## src/rtl/seq_mul_pkg.sv

```systemverilog
// ---------------------------------------------------------------------------
// seq_mul_pkg
//
// Shared definitions for the repeated-addition multiplier controller.
//
// Contents:
//   WIDTH_DEFAULT - default operand width (product is 2*WIDTH on the datapath)
//   state_t       - controller state encoding (IDLE, LOAD, ACCUM, DONE)
// ---------------------------------------------------------------------------
package seq_mul_pkg;

    // Default operand width used by the controller and its iteration counter.
    localparam int WIDTH_DEFAULT = 2;

    // Controller states. IDLE is zero so a reset register reads as IDLE.
    typedef enum logic [1:0] {
        IDLE  = 2'd0,
        LOAD  = 2'd1,
        ACCUM = 2'd2,
        DONE  = 2'd3
    } state_t;

endpackage

```

## src/rtl/seq_mul_iter_cnt.sv

```systemverilog
// ---------------------------------------------------------------------------
// seq_mul_iter_cnt
//
// Loadable WIDTH-bit down counter holding the number of accumulate cycles
// still to run.
//
// Ports:
//   clk      in   rising-edge clock
//   rst_n    in   asynchronous active-low reset (value -> 0)
//   load     in   load load_val (has priority over dec)
//   load_val in   value to load
//   dec      in   decrement by one (saturates at zero)
//   value    out  current count
//   last     out  value == 1 (the current accumulate cycle is the final one)
//   is_zero  out  value == 0
// ---------------------------------------------------------------------------
module seq_mul_iter_cnt
    import seq_mul_pkg::*;
#(
    parameter int WIDTH = WIDTH_DEFAULT
) (
    input  logic             clk,
    input  logic             rst_n,
    input  logic             load,
    input  logic [WIDTH-1:0] load_val,
    input  logic             dec,
    output logic [WIDTH-1:0] value,
    output logic             last,
    output logic             is_zero
);

    // Count register. A load always wins so a fresh operation never inherits
    // a pending decrement. Decrementing stops at zero so a stray dec can
    // never wrap the count back to the maximum value.
    always_ff @(posedge clk or negedge rst_n) begin
        if (!rst_n) begin
            value <= '0;
        end else if (load) begin
            value <= load_val;
        end else if (dec && (value != '0)) begin
            value <= value - 1'b1;
        end
    end

    // Status decode used by the controller to pick its exit cycle.
    assign last    = (value == WIDTH'(1));
    assign is_zero = (value == '0);

endmodule

```

## src/rtl/seq_mul_ctrl.sv

```systemverilog
// ---------------------------------------------------------------------------
// seq_mul_ctrl
//
// Control FSM for a repeated-addition sequential multiplier. On an accepted
// start it loads the operands and clears the product (LOAD, one cycle), then
// issues op_b accumulate cycles (ACCUM), then raises done until the
// consumer acknowledges it (DONE). All datapath strobes are Moore outputs
// decoded from the state register.
//
// Ports:
//   clk       in   rising-edge clock
//   rst_n     in   asynchronous active-low reset
//   start     in   request a multiply (accepted only while ready)
//   op_b      in   multiplier value, sets the number of accumulate cycles
//   abort     in   cancel an operation in LOAD or ACCUM
//   zero      in   datapath flag: B register has reached zero
//   done_ack  in   consumer acknowledge of done
//   ready     out  controller idle, start will be accepted
//   busy      out  operation in progress (LOAD or ACCUM)
//   loadA     out  load operand A register
//   loadB     out  load operand B register
//   clear     out  clear product register
//   decB      out  decrement B register
//   loadF     out  accumulate into product register
//   done      out  result valid, held until done_ack
//   err       out  sticky: datapath zero flag disagreed with the count
// ---------------------------------------------------------------------------
module seq_mul_ctrl
    import seq_mul_pkg::*;
#(
    parameter int WIDTH = WIDTH_DEFAULT
) (
    input  logic             clk,
    input  logic             rst_n,
    input  logic             start,
    input  logic [WIDTH-1:0] op_b,
    input  logic             abort,
    input  logic             zero,
    input  logic             done_ack,
    output logic             ready,
    output logic             busy,
    output logic             loadA,
    output logic             loadB,
    output logic             clear,
    output logic             decB,
    output logic             loadF,
    output logic             done,
    output logic             err
);

    state_t           state;
    state_t           state_next;
    logic             accept;
    logic             cnt_dec;
    logic [WIDTH-1:0] cnt;
    logic             cnt_last;
    logic             cnt_zero;
    logic             chk_pend;
    logic             chk_pend_next;

    // A start is only taken while idle; op_b is captured on that same edge
    // so later changes on op_b cannot affect the running operation.
    assign accept  = (state == IDLE) && start;
    assign cnt_dec = (state == ACCUM);

    seq_mul_iter_cnt #(
        .WIDTH (WIDTH)
    ) u_iter_cnt (
        .clk      (clk),
        .rst_n    (rst_n),
        .load     (accept),
        .load_val (op_b),
        .dec      (cnt_dec),
        .value    (cnt),
        .last     (cnt_last),
        .is_zero  (cnt_zero)
    );

    // State register plus the one-cycle marker that tells the DONE state it
    // has just arrived from ACCUM and must compare the datapath zero flag.
    always_ff @(posedge clk or negedge rst_n) begin
        if (!rst_n) begin
            state    <= IDLE;
            chk_pend <= 1'b0;
        end else begin
            state    <= state_next;
            chk_pend <= chk_pend_next;
        end
    end

    // Next-state logic. abort is only honoured in LOAD and ACCUM and beats
    // the normal transition taken in the same cycle. In ACCUM the exit is
    // taken on the cycle where one iteration remains; a zero count is also
    // treated as an exit so the FSM can never sit in ACCUM forever.
    always_comb begin
        state_next    = state;
        chk_pend_next = 1'b0;
        case (state)
            IDLE: begin
                if (start) begin
                    state_next = LOAD;
                end
            end
            LOAD: begin
                if (abort) begin
                    state_next = IDLE;
                end else if (cnt_zero) begin
                    state_next = DONE;
                end else begin
                    state_next = ACCUM;
                end
            end
            ACCUM: begin
                if (abort) begin
                    state_next = IDLE;
                end else if (cnt_last || (cnt == '0)) begin
                    state_next    = DONE;
                    chk_pend_next = 1'b1;
                end
            end
            DONE: begin
                if (done_ack) begin
                    state_next = IDLE;
                end
            end
            default: begin
                state_next = IDLE;
            end
        endcase
    end

    // Moore output decode. Every output is a pure function of the state so
    // nothing glitches with the request-side inputs, and IDLE/DONE never
    // drive a datapath strobe.
    always_comb begin
        ready = 1'b0;
        busy  = 1'b0;
        loadA = 1'b0;
        loadB = 1'b0;
        clear = 1'b0;
        decB  = 1'b0;
        loadF = 1'b0;
        done  = 1'b0;
        case (state)
            IDLE: begin
                ready = 1'b1;
            end
            LOAD: begin
                busy  = 1'b1;
                loadA = 1'b1;
                loadB = 1'b1;
                clear = 1'b1;
            end
            ACCUM: begin
                busy  = 1'b1;
                decB  = 1'b1;
                loadF = 1'b1;
            end
            DONE: begin
                done = 1'b1;
            end
            default: begin
                ready = 1'b0;
            end
        endcase
    end

    // Sticky error flag. After op_b accumulate cycles the B register must
    // read zero during the first DONE cycle; any disagreement is latched
    // until the next accepted start. A zero-length multiply skips ACCUM, so
    // chk_pend is never set and no comparison is made.
    always_ff @(posedge clk or negedge rst_n) begin
        if (!rst_n) begin
            err <= 1'b0;
        end else if (accept) begin
            err <= 1'b0;
        end else if ((state == DONE) && chk_pend && !zero) begin
            err <= 1'b1;
        end
    end

endmodule

```

## config.mk

```make
export PLATFORM = sky130hd
export DESIGN_NAME = seq_mul_ctrl
export DESIGN_NICKNAME = d
export VERILOG_FILES = /design/src/rtl/seq_mul_pkg.sv /design/src/rtl/seq_mul_iter_cnt.sv /design/src/rtl/seq_mul_ctrl.sv
export SDC_FILE = /design/constraint.sdc
export NUM_CORES = 1
export LEC_CHECK = 0
export CAP_MARGIN = 20
export CORE_AREA = 2 2 39 41
export CTS_BUF_LIST = sky130_fd_sc_hd__clkbuf_16
export CTS_CLUSTER_DIAMETER = 40
export DETAILED_ROUTE_END_ITERATION = 10
export DIE_AREA = 0 0 41 43
export PLACE_DENSITY = 0.68
export SETUP_SLACK_MARGIN = 0.2
export SLEW_MARGIN = 5
export SYNTH_ARGS = -nofsm -noshare
export SYNTH_HDL_FRONTEND = slang
export SYNTH_SLANG_ARGS = --single-unit
```

## constraint.sdc

```tcl
create_clock -name clk -period 2.3 [get_ports clk]
set_clock_uncertainty 0.1 [all_clocks]
set_input_delay 0.345 -clock clk [delete_from_list [all_inputs] [get_ports clk]]
set_output_delay 0.345 -clock clk [all_outputs]
set_load 0.02 [all_outputs]
```

==> impl_metrics.csv, run 1 <==
group,metric,value,unit
die,io_pins,17,
cts,clk_path_buf_depth,2,
cells_and_area,area_growth,56.05,%
die,chipHeight,43,um
sta,hold_viol_final,0,
yosys,yosysSeqAreaShare,35.40,%
cts,cts-root-buf,"clkbuf_16",
route,via_per_inst,4.627,
grt,grt_util_all_layers,10.98,%
setup_path,crit_chain,"inv_1 -> ha_1 -> clkdlybuf4s50_1",
yosys,syn-num-nets,58,
setup_path,start_kind,"flip-flop",
setup_path,cpPeakStageDelay,0.59,ns
route,drtPass1Iterations,3,
route,routed_wl,798,um
die,die-width,41,um
route,final_antenna_net_count,0,
cts,cts_tree,"yes",
cells_and_area,n_antenna_cell,0,
placement,dp_worst_setup_slack,0.4023,ns
placement,dp.cells,72,
cells_and_area,drive_above_1_share,10.17,%
sta,tightest_slew,0.2990,ns
power,vdd_ir_drop_max,0.0005936,V
setup_path,path_buf_inv,2,
placement,postPlaceCellArea,581.8,um2
yosys,async_flop_share,100.0,%
placement,gp_congestion,0.6560,
yosys,ys_ff_latch,6,
sta,fmax,0.4930,GHz
sta,rsz0062_at_grt,"no",
outcome,status,"completed",
yosys,synthTopCellsByArea,"dfrtp_1, ha_1, buf_4, inv_1, mux2i_1",
placement,portBuffers,16,
yosys,yosysTopAreaCell,"dfrtp_1",
sta,finalCriticalPeriod,2.028,ns
sta,fin_crit_sh,88.18,%
setup_path,rrSetupSlack,0.50,ns
yosys,synth_cell_types,18,
sta,relSlewSlack,80.01,%
cts,numCtsBuffers,3,
grt,antenna_found_initial,0,
setup_path,r2r_start,"state[0]$_DFFE_PN0P_",
sta,tns,0,ns
setup_path,end_kind,"output pin",
power,power.density,1476,mW/mm2
cells_and_area,nFillCells,129,
yosys,ys.flop_type,"dfrtp_1",
route,via_count,347,
route,drt_iter0_markers,1,
power,power.leakage,0.3361,nW
yosys,syn_inst,43,
die,die-area,0.001763,mm2
die,num_rows,14,
cts,cts.sinks,6,
setup_path,cp_data_arrival_time,1.58,ns
grt,grt_overflow,0,
die,start_util,30.65,%
sta,whs,0.2711,ns
setup_path,crit_fanout,4,
die,core,0.001384,mm2
cts,htreeDepth,1,
cells_and_area,fin_cells,75,
yosys,synth_most_common_cell,"ha_1",
yosys,synth.top_cells.by_count,"ha_1, dfrtp_1, inv_1",
cells_and_area,regArea,150.1,um2
yosys,ys_warn_count,0,
sta,slew_violations,0,
sta,fin_ws,0.2718,ns
setup_path,worstSetupPathType,"flip-flop to output pin",
cells_and_area,nets,76,
yosys,syn_avg_cell_area,9.864,um2
route,wire_per_inst,10.64,um
grt,grt_pass1_vias,317,
route,drc,0,
yosys,synth_edf_count,0,
setup_path,crit_start,"state[0]$_DFFE_PN0P_",
yosys,synthesis.area,424.2,um2
setup_path,reg2reg_depth,5,
setup_path,cp.required,1.86,ns
setup_path,path_delay_family,"buffers and inverters",
cells_and_area,postLayoutCellArea,661.9,um2
grt,grt_max_degree,8,
setup_path,slowest_stage,"clkdlybuf4s50_1",
cts,clock_latency,0.23,ns
yosys,synth_top_area_share,35.40,%
job,drv_cap,0,
cts,clk_pin_slew,0.03,ns
worst_hold_path,hp-class,"input port to async pin",
cells_and_area,multi_input_area,229.0,um2
setup_path,reg2reg_to,"state[0]$_DFFE_PN0P_",
placement,hpwl,634.5,um
sta,setup_viol,0,
grt,grt_pass1_wl,1.242,mm
[how the worst max path moves through the flow]
stage | endpoint | depth (start not counted)
after floorplan | state[0]$_DFFE_PN0P_ | 5
after global placement | state[0]$_DFFE_PN0P_ | 4
after detailed placement | state[0]$_DFFE_PN0P_ | 4
after CTS | loadA | 3
after global routing | ready | 3
final | busy | 3
[worst register-to-register path, stage by stage, from the launching register on]
cell     delay, ns
dfrtp_1       0.41
inv_1         0.12
ha_1          0.25
or4b_1        0.45
o221a_2       0.15
o32a_2        0.19
[state kept, by name, indices dropped and copies added (netlist names)]
register          count
state                 2
u_iter_cnt.value      2
chk_pend              1
err                   1
[cell families after synthesis]
| family | share of synthesized area [%] |
|---|---|
| XOR/XNOR | 2.065 |
| AO/OA/AOI/OAI | 12.09 |
| adder cells (fa/ha/maj) | 20.65 |
| buffers and inverters | 10.62 |
| multiplexers | 7.375 |
| flip-flops | 35.40 |
| AND/OR/NAND/NOR | 11.80 |
[repair_timing]
item                       in CTS  in global routing
setup buffers                   0                  0
hold buffers                    0                  0
setup endpoints to repair       2                  3
gates resized for setup         2                  3
[cell usage in the layout (no fill, tap or decap)]
| master | count |
|---|---|
| o32a_2 | 1 |
| clkbuf_16 | 3 |
| nor2b_1 | 1 |
| nor2_1 | 5 |
| mux2i_1 | 2 |
| dlymetal6s2s_1 | 3 |
| nor3b_1 | 1 |
| dlygate4sd2_1 | 2 |
| o21ai_0 | 1 |
| clkdlybuf4s50_1 | 11 |
| inv_1 | 6 |
| or4b_1 | 1 |
| ha_1 | 7 |
| o221a_2 | 1 |
| nand2_1 | 2 |
| o21a_1 | 1 |
| o22ai_1 | 1 |
| dfrtp_1 | 6 |
| a21oi_1 | 2 |
| mux2_2 | 1 |
| xnor2_1 | 1 |
[layer usage]
metal  track usage, %  vias up  routed length (um)
met5                0        -                   0
met4            10.00        0                  21
met3            3.665        2                  76
met2            18.44       15                 367
met1            9.091      155                 332
li1                 -      175                   -
[power by group]
group / switching, W / internal (W) / leakage [nW]
sequential: 0.0000276 / 0.000144 / 0.0757
clock: 0.0000561 / 0.000223 / 0.0370
combinational: 0.000272 / 0.000254 / 0.223
total: 0.000355 / 0.000621 / 0.336
[per-stage QoR]
step	utilization, %	power (W)
after floorplan	-	0.0005614
after detailed placement	42.04	0.0007219
after global placement	42.04	0.0007139
final	47.83	0.0009767
after CTS	47.29	0.001000
after global routing	47.83	0.001062
[final cells by class]
type,count,share of cell area (%)
tap,16,3.025
multi-input combinational,28,34.59
clock buffer,3,11.34
timing repair buffer,16,24.95
inverter,6,3.403
sequential,6,22.68
Power figures use the tool's default switching activity.
==> inputs of run 2 (changes only) <==
Settings changed: PLACE_DENSITY 0.68 to 0.67.
==> run 2 against run 1 <==
Combinational power barely moved. Clock-buffer cell count did not move. Clock power barely moved. Critical path type unchanged. Non-clock buffer count did not move. Wire length rose by 14%.
==> impl_metrics.csv, run 2 (same netlist as run 1, synthesis figures left out) <==
group,metric,value,unit
outcome,status,"completed",
die,chipHeight,43,um
route,via_count,350,
sta,setup_viol,0,
grt,antenna_found_initial,0,
cells_and_area,final_common_cell,"clkdlybuf4s50_1",
route,via_per_inst,4.667,
job,drv_cap,0,
setup_path,crit_fanout,4,
route,final_antenna_net_count,0,
setup_path,start_kind,"flip-flop",
route,drtPass1Iterations,3,
sta,fin_crit_sh,89.33,%
grt,grt_pass1_vias,330,
placement,hpwl,648.8,um
cts,numCtsBuffers,3,
power,power.density,1478,mW/mm2
die,die-area,0.001763,mm2
sta,rsz0062_at_grt,"no",
setup_path,reg2reg_to,"state[0]$_DFFE_PN0P_",
placement,gp_congestion,0.6697,
setup_path,slowest_stage,"clkdlybuf4s50_1",
cts,clk_path_buf_depth,2,
setup_path,r2r_start,"state[0]$_DFFE_PN0P_",
cells_and_area,nets,76,
cts,hold_buffers,0,
cts,clock_latency,0.23,ns
setup_path,cp_data_arrival_time,1.61,ns
cells_and_area,nFillCells,133,
route,routed_wl,906,um
cells_and_area,drive_above_1_share,10.17,%
power,power.leakage,0.3496,nW
setup_path,crit_chain,"inv_1 -> ha_1 -> clkdlybuf4s50_1",
die,start_util,30.65,%
cts,cts-root-buf,"clkbuf_16",
cts,clk_pin_slew,0.03,ns
sta,relSlewSlack,80.33,%
setup_path,worstSetupPathType,"flip-flop to output pin",
sta,slew_violations,0,
cells_and_area,n_antenna_cell,0,
setup_path,reg2reg_depth,5,
setup_path,cp.required,1.86,ns
route,drt_iter0_markers,4,
cells_and_area,largestRegisters,"state: 2 flops, u_iter_cnt.value: 2 flops",
grt,grt_max_degree,8,
die,num_rows,14,
cells_and_area,mostFrequentLayoutCells,"clkdlybuf4s50_1, ha_1, inv_1, dfrtp_1, nor2_1",
cts,cts.sinks,6,
sta,hold_viol_final,0,
cells_and_area,area_growth,56.64,%
grt,grt_overflow,0,
placement,portBuffers,16,
sta,tightest_slew,0.2942,ns
die,core,0.001384,mm2
grt,grt_pass1_wl,1.366,mm
die,die-width,41,um
grt,grt_util_all_layers,12.15,%
sta,finalCriticalPeriod,2.055,ns
setup_path,rrSetupSlack,0.51,ns
setup_path,cpPeakStageDelay,0.61,ns
setup_path,end_kind,"output pin",
route,drc,0,
cts,htreeDepth,1,
sta,fmax,0.4867,GHz
die,io_pins,17,
cts,post-cts-setup-buffers,0,
sta,whs,0.2687,ns
route,wire_per_inst,12.08,um
cts,cts_tree,"yes",
worst_hold_path,hp-class,"input port to async pin",
power,vdd_ir_drop_max,0.0005964,V
sta,tns,0,ns
run 2: power breakdown:
part / switching (W) / internal (W) / leakage, nW
sequential: 0.0000307 / 0.000144 / 0.0757
combinational: 0.000277 / 0.000248 / 0.237
clock: 0.0000593 / 0.000223 / 0.0370
run 2: worst max path at each step:
| stage | end | slack (ns) | from | depth (start not counted) |
|---|---|---|---|---|
| 2_1_floorplan | state[0]$_DFFE_PN0P_ | 0.47 | state[0]$_DFFE_PN0P_ | 5 |
| 3_3_place_gp | state[0]$_DFFE_PN0P_ | 0.42 | abort | 4 |
| 3_5_place_dp | state[0]$_DFFE_PN0P_ | 0.41 | abort | 4 |
| 4_1_cts | clear | 0.20 | state[1]$_DFFE_PN0P_ | 3 |
| 5_1_grt | ready | 0.19 | state[1]$_DFFE_PN0P_ | 3 |
| 6_report | ready | 0.25 | state[1]$_DFFE_PN0P_ | 3 |
run 2: layout make-up:
cell class	count	area (um2)	share of cell area [%]
well taps	16	20.02	3.013
multi-input cells	28	229.0	34.46
flip-flops and latches	6	150.1	22.60
inverters	6	22.52	3.390
clock buffers	3	75.07	11.30
repair buffers	16	167.7	25.24
run 2: routing by layer:
layer	global-route usage, %	share of wire [%]	vias up
li1	-	-	173
met1	13.20	40	162
met2	19.06	49	13
met3	3.665	8.6	2
met4	8.000	1.8	0
met5	0	0	-
run 2: critical path, delay by kind of cell (launching register included):
kind	cells	cell delay, ns
buffers and inverters	2	0.76
DFF	1	0.40
adders and majority gates	1	0.22
run 2: timing repair:
item / CTS / global route
endpoints found under the setup margin: 4 / 4
gates cloned: 0 / 0
resized for setup: 2 / 4
run 2: through the flow:
| stage | area (um2) | power, W | worst slack, ns | util, % | std cells |
|---|---|---|---|---|---|
| after floorplan | 424.2 | 0.0005614 | 0.4713 | - | 43 |
| after global placement | 581.8 | 0.0007145 | 0.4176 | 42.04 | 72 |
| after detailed placement | 581.8 | 0.0007213 | 0.4123 | 42.04 | 72 |
| after CTS | 654.4 | 0.001005 | 0.2002 | 47.29 | 75 |
| after global routing | 664.4 | 0.001054 | 0.1865 | 48.01 | 75 |
| final | 664.4 | 0.0009818 | 0.2455 | 48.01 | 75 |
==> patch 1: new RTL, config.mk and constraints of run 1 <==
Re-encode `state_t` (4 states) as one-hot, 4 bits wide.
--- a/src/rtl/seq_mul_pkg.sv
+++ b/src/rtl/seq_mul_pkg.sv
@@ -13,11 +13,11 @@
     localparam int WIDTH_DEFAULT = 2;
 
     // Controller states. IDLE is zero so a reset register reads as IDLE.
-    typedef enum logic [1:0] {
-        IDLE  = 2'd0,
-        LOAD  = 2'd1,
-        ACCUM = 2'd2,
-        DONE  = 2'd3
+    typedef enum logic [3:0] {
+        IDLE  = 4'b0001,
+        LOAD  = 4'b0010,
+        ACCUM = 4'b0100,
+        DONE  = 4'b1000
     } state_t;
 
 endpackage
Formal check against the unedited RTL: same outputs for any inputs over 10 cycles, from zero or initial values and one cycle with rst_n low; not proved beyond that.
==> patch 1 against run 1 <==
Wire length grew 55%. Die area unchanged. Final area rose by 19%. First-iteration DRC count grew to 11 times the old value. Combinational power decreased by 15%. Area after synthesis increased by 31%. Synthesized cell count up 40%. Sequential cell count is 2 higher. Power up 0.19%. Register-to-register slack improved by 0.16 ns. Setup slack got worse by 0.0023 ns. Non-clock buffer count rose by 4. Largest power group unchanged.
==> patch 1: results (changes against run 1) <==
run_status:
  status: "completed"
placement:
  place_congestion: 0.839  # +28%
  portBuffers: 16  # unchanged
  hpwl_um: 919  # +45%
  dp_slack_ns: 0.242  # -0.161 ns
worst_setup_path:
  r2r_setup_slack_ns: 0.66  # +0.16 ns
  cp_slowest_cell: "or4b_4"
  max_stage_delay_ns: 0.54  # -0.05 ns
  path_delay_family: "simple AND/OR/NAND/NOR gates"
  reg2reg_depth: 4  # -1
  r2r-end: "state[3]"
  reg2reg_from: "state[3]"
  arrival_ns: 1.59
  critPathCapture: "loadF"
  crit_path_start: "state[0]"
  crit_fanout: 9  # +5
cells_and_area:
  largestRegisters: "state: 4 flops, u_iter_cnt.value: 2 flops"
  layout.nets: 88  # +16%
  fillerInstances: 132  # +2.3%
  drive_above_1_share_pct: 15.6  # +5.4 points
  n_antenna_cell: 0  # unchanged
clock_network:
  htree_levels: 1  # unchanged
  clkLatencyLatePin_ns: 0.23  # about the same
  cts_hold_buf: 0  # unchanged
  clkTransAtPathRegs_ns: 0.04
  cts_buffer_depth: 2  # unchanged
  numCtsBuffers: 3  # unchanged
  clock-root-buffer: "clkbuf_16"
routing:
  first_pass_iters: 4  # +1
  wl_um: 1240  # +55%
  drt_iter0_markers: 11  # +10
  via_per_inst: 5.13  # +11%
grt:
  antenna_found_initial: 0  # unchanged
  grt_pass1_vias: 432  # +36%
  grt_pass1_wl_um: 1900  # +53%
  grt.total_usage_pct: 17.0  # +6.0 points
  grt_start_max_net_pins: 10  # +2
pwr:
  peakVddDrop_mv: 0.566  # -4.6%
  p_leak_uw: 0.000406  # +21%
  netSwitchingFraction_pct: 35.5  # -0.87 points
synthesis:
  synthTopCellsByArea: "dfrtp_1 31%, buf_4 5.4%, dfstp_2 4.7%, inv_1 4.7%, ha_1 4.5%"
  yosys_warnings: 0  # unchanged
  async_flop_share_pct: 100  # unchanged
  synth_commonest_cells: "7 x dfrtp_1, 7 x inv_1, 5 x nor2_1"
  syn_nets: 70  # +21%
  seq_area_frac_synth_pct: 36.2  # +0.78 points
  synthFlopType: "dfrtp_1"
  synth.distinct_cells: 30  # +12
sta:
  worst_pin_slew_ns: 0.385  # +0.0860 ns
  clock.fmax_mhz: 492  # -0.11%
min_path:
  hp-class: "input pin to async pin"
-- patch 1: cell count changes in the layout (fill, tap and decap cells not counted), moves of 3 or more --
cell / change
dlygate4sd2_1: +6
dlymetal6s2s_1: -3
buf_4: +4
nor3_1: +3
clkdlybuf4s50_1: -3
o21ai_0: +3
ha_1: -5
-- patch 1: worst min path at each step --
stage               slack, ns  depth (start not counted)             endpoint  startpoint
floorplan               -0.05                          0             chk_pend       rst_n
CTS                      0.31                          1  u_iter_cnt.value[1]       rst_n
global placement         0.37                          2                  err    chk_pend
finish                   0.30                          1             state[2]       rst_n
detailed placement       0.41                          2                  err    chk_pend
global route             0.33                          1  u_iter_cnt.value[1]       rst_n
-- patch 1: worst reg2reg max path: stages, from the launching register on --
cell	delay [ns]
dfrtp_1	0.40
buf_4	0.18
or3_1	0.37
o21bai_1	0.18
a221oi_1	0.29
-- patch 1: area by class of cell --
cell class	count	share of cell area, %
Clock inverter	1	0.475
Clock buffer	3	9.49
Inverter	8	3.96
Timing Repair Buffer	20	22.8
Multi-Input combinational cell	37	35.3
Tap cell	16	2.53
Sequential cell	8	25.5
-- patch 1: logic make-up after synthesis --
group	count (synthesis)	share of synthesized area, %
AND/OR/NAND/NOR	20	26.3
adder cells (fa/ha/maj)	2	4.49
XOR/XNOR	1	1.57
AO/OA/AOI/OAI	14	16.6
buffers and inverters	15	14.8
flip-flops	8	36.2
-- patch 1: timing repair --
action	in CTS	in global routing
setup buffers	0	0
resized for setup	8	0
setup endpoints to repair	8	0
-- patch 1: power by group through the flow --
stage | Clock [µW] | Sequential [µW] | Combinational [µW]
after floorplan | 0 | 205 | 361
after global placement | 0 | 235 | 467
after detailed placement | 0 | 240 | 472
after CTS | 302 | 238 | 451
after global routing | 311 | 247 | 488
final | 296 | 237 | 446
-- patch 1: per-stage QoR --
stage	hold WS, ns	instances	utilization, %	area [µm²]	total power, µW
6_report	0.303	93	57.1	791	979
5_1_grt	0.333	93	57.1	791	1050
4_1_cts	0.312	93	57.1	791	991
3_5_place_dp	0.405	89	52.2	722	712
3_3_place_gp	0.375	89	52.2	722	702
2_1_floorplan	-0.0506	60	-	563	565
-- patch 1: per-layer routing --
layer / vias to the layer above / GRT usage, % / share of wire [%]
li1: 240 / - / -
met5: - / 0 / 0
met4: 0 / 8.00 / 1.1
met2: 16 / 26.6 / 48
met3: 2 / 6.28 / 6.5
met1: 219 / 19.5 / 44
==> patch 2: new RTL, config.mk and constraints of run 1 <==
Made on the original files. The package constant `WIDTH_DEFAULT` goes from 2 to 3. Comments in the files are not updated.
--- a/src/rtl/seq_mul_pkg.sv
+++ b/src/rtl/seq_mul_pkg.sv
@@ -10,7 +10,7 @@
 package seq_mul_pkg;
 
     // Default operand width used by the controller and its iteration counter.
-    localparam int WIDTH_DEFAULT = 2;
+    localparam int WIDTH_DEFAULT = 3;
 
     // Controller states. IDLE is zero so a reset register reads as IDLE.
     typedef enum logic [1:0] {
Interface: changed (resized op_b); port bits go from 17 to 18. No check against the original RTL was run, so the function may have changed too.
==> patch 2 against run 1 <==
Non-clock buffer count is 1 higher. Power is 15% higher. Wire length is 34% higher. Final area is 15% higher. Sequential power is 19% higher. Sequential cell count is 1 higher. Count of clock-buffer cells in the layout stayed put. Synthesized cell count is 21% higher. Area after synthesis is 20% higher. Final cell count is 15% higher. First-iteration DRC count grew to 5.0 times the old value. Setup slack better by 0.0052 ns. Critical path type unchanged.
==> patch 2: results (changes against run 1) <==
cells_and_area:
  largestRegisters: "u_iter_cnt.value: 3 flops, state: 2 flops"
  drive_above_1_share_pct: 11.4  # +1.3 points
  n_antenna_cell: 0  # unchanged
  instances_no_fill: 86  # +15%
  fillerInstances: 124  # -3.9%
  layout.nets: 87  # +14%
placement:
  dp_cells: 82  # +14%
  hpwl_um: 805  # +27%
  place_congestion: 0.744  # +13%
  dp_slack_ns: 0.341  # -0.0613 ns
  place_area_um2: 677  # +16%
  portBuffers: 17  # +1
synthesis:
  syn_nets: 68  # +17%
  synth_commonest_cells: "7 x dfrtp_1, 7 x ha_1, 6 x inv_1"
  async_flop_share_pct: 100  # unchanged
  synth.distinct_cells: 26  # +8
  postSynthCellCount: 52  # +21%
  synthTopCellsByArea: "dfrtp_1 34%, ha_1 17%, buf_4 4.4%, inv_1 4.4%, a21oi_1 2.9%"
  synth.area.mux_share_pct: 1.97  # -5.4 points
  synth_compound_area_share_pct: 14.5  # +2.4 points
  seq_area_frac_synth_pct: 34.4  # -1.0 points
  synth_xor_area_share_pct: 0  # -2.1 points
  yosys_warnings: 0  # unchanged
  yosys.area_share.adder_pct: 17.2  # -3.4 points
run_status:
  status: "completed"
routing:
  first_pass_iters: 4  # +1
  drt_iter0_markers: 5  # +4
  wl_per_cell_um: 12.4  # +16%
  vias: 434  # +25%
sta:
  worst_pin_slew_ns: 0.317  # +0.0183 ns
  clock.fmax_mhz: 494  # +0.26%
worst_setup_path:
  r2r-end: "state[1]"
  crit_fanout: 4  # unchanged
  reg2reg_from: "u_iter_cnt.value[0]"
  cp_slowest_cell: "clkdlybuf4s50_1"
  r2r_setup_slack_ns: 0.70  # +0.20 ns
pwr:
  p_int_uw: 690  # +11%
  p_leak_uw: 0.000374  # +11%
  peakVddDrop_mv: 0.888  # +50%
grt:
  grt.total_usage_pct: 14.6  # +3.6 points
  grt_start_max_net_pins: 12  # +4
  grt_pass1_wl_um: 1760  # +42%
clock_network:
  cts_buffer_depth: 2  # unchanged
  clock-root-buffer: "clkbuf_16"
min_path:
  hp-class: "input pin to async pin"
[patch 2: power groups by stage]
| stage | combinational (µW) | clock [µW] | sequential [µW] |
|---|---|---|---|
| final | 627 | 293 | 205 |
| after floorplan | 462 | 0 | 198 |
| after global placement | 645 | 0 | 202 |
| after detailed placement | 639 | 0 | 205 |
| after CTS | 636 | 297 | 204 |
| after global routing | 678 | 308 | 211 |
[patch 2: cell type report]
cell class / count / area, µm² / area share (%)
clock buffer: 3 / 75.1 / 9.90
sequential: 7 / 175 / 23.1
multi-input combinational: 36 / 292 / 38.4
timing repair buffer: 17 / 170 / 22.4
tap: 16 / 20.0 / 2.64
inverter: 6 / 22.5 / 2.97
clock inverter: 1 / 3.75 / 0.495
[patch 2: kinds of logic after synthesis]
| kind of cell | Yosys count |
|---|---|
| compound gates | 10 |
| fa+ha+maj | 7 |
| mux | 1 |
| buf+inv | 9 |
| flops | 7 |
| simple gates | 18 |
[patch 2: what timing repair did]
item | in CTS | in global routing
setup endpoints to repair | 3 | 1
cloned | 0 | 0
gates resized for setup | 3 | 1
endpoints found under the hold margin | 0 | 0
[patch 2: routing by layer]
metal	GRT usage, %	part of all wire, %	vias to the layer above
li1	-	-	214
met1	18.2	44	204
met2	23.1	49	14
met3	1.57	5.8	2
met4	8.00	0.66	0
met5	0	0	-
[patch 2: worst min path at each step]
stage	slack (ns)	end	depth (start not counted)	startpoint
after floorplan	-0.05	chk_pend	0	rst_n
after global placement	0.38	err	2	chk_pend
after detailed placement	0.39	err	2	chk_pend
after CTS	0.28	state[0]	1	rst_n
after global routing	0.30	state[0]	1	rst_n
final	0.28	state[0]	1	rst_n
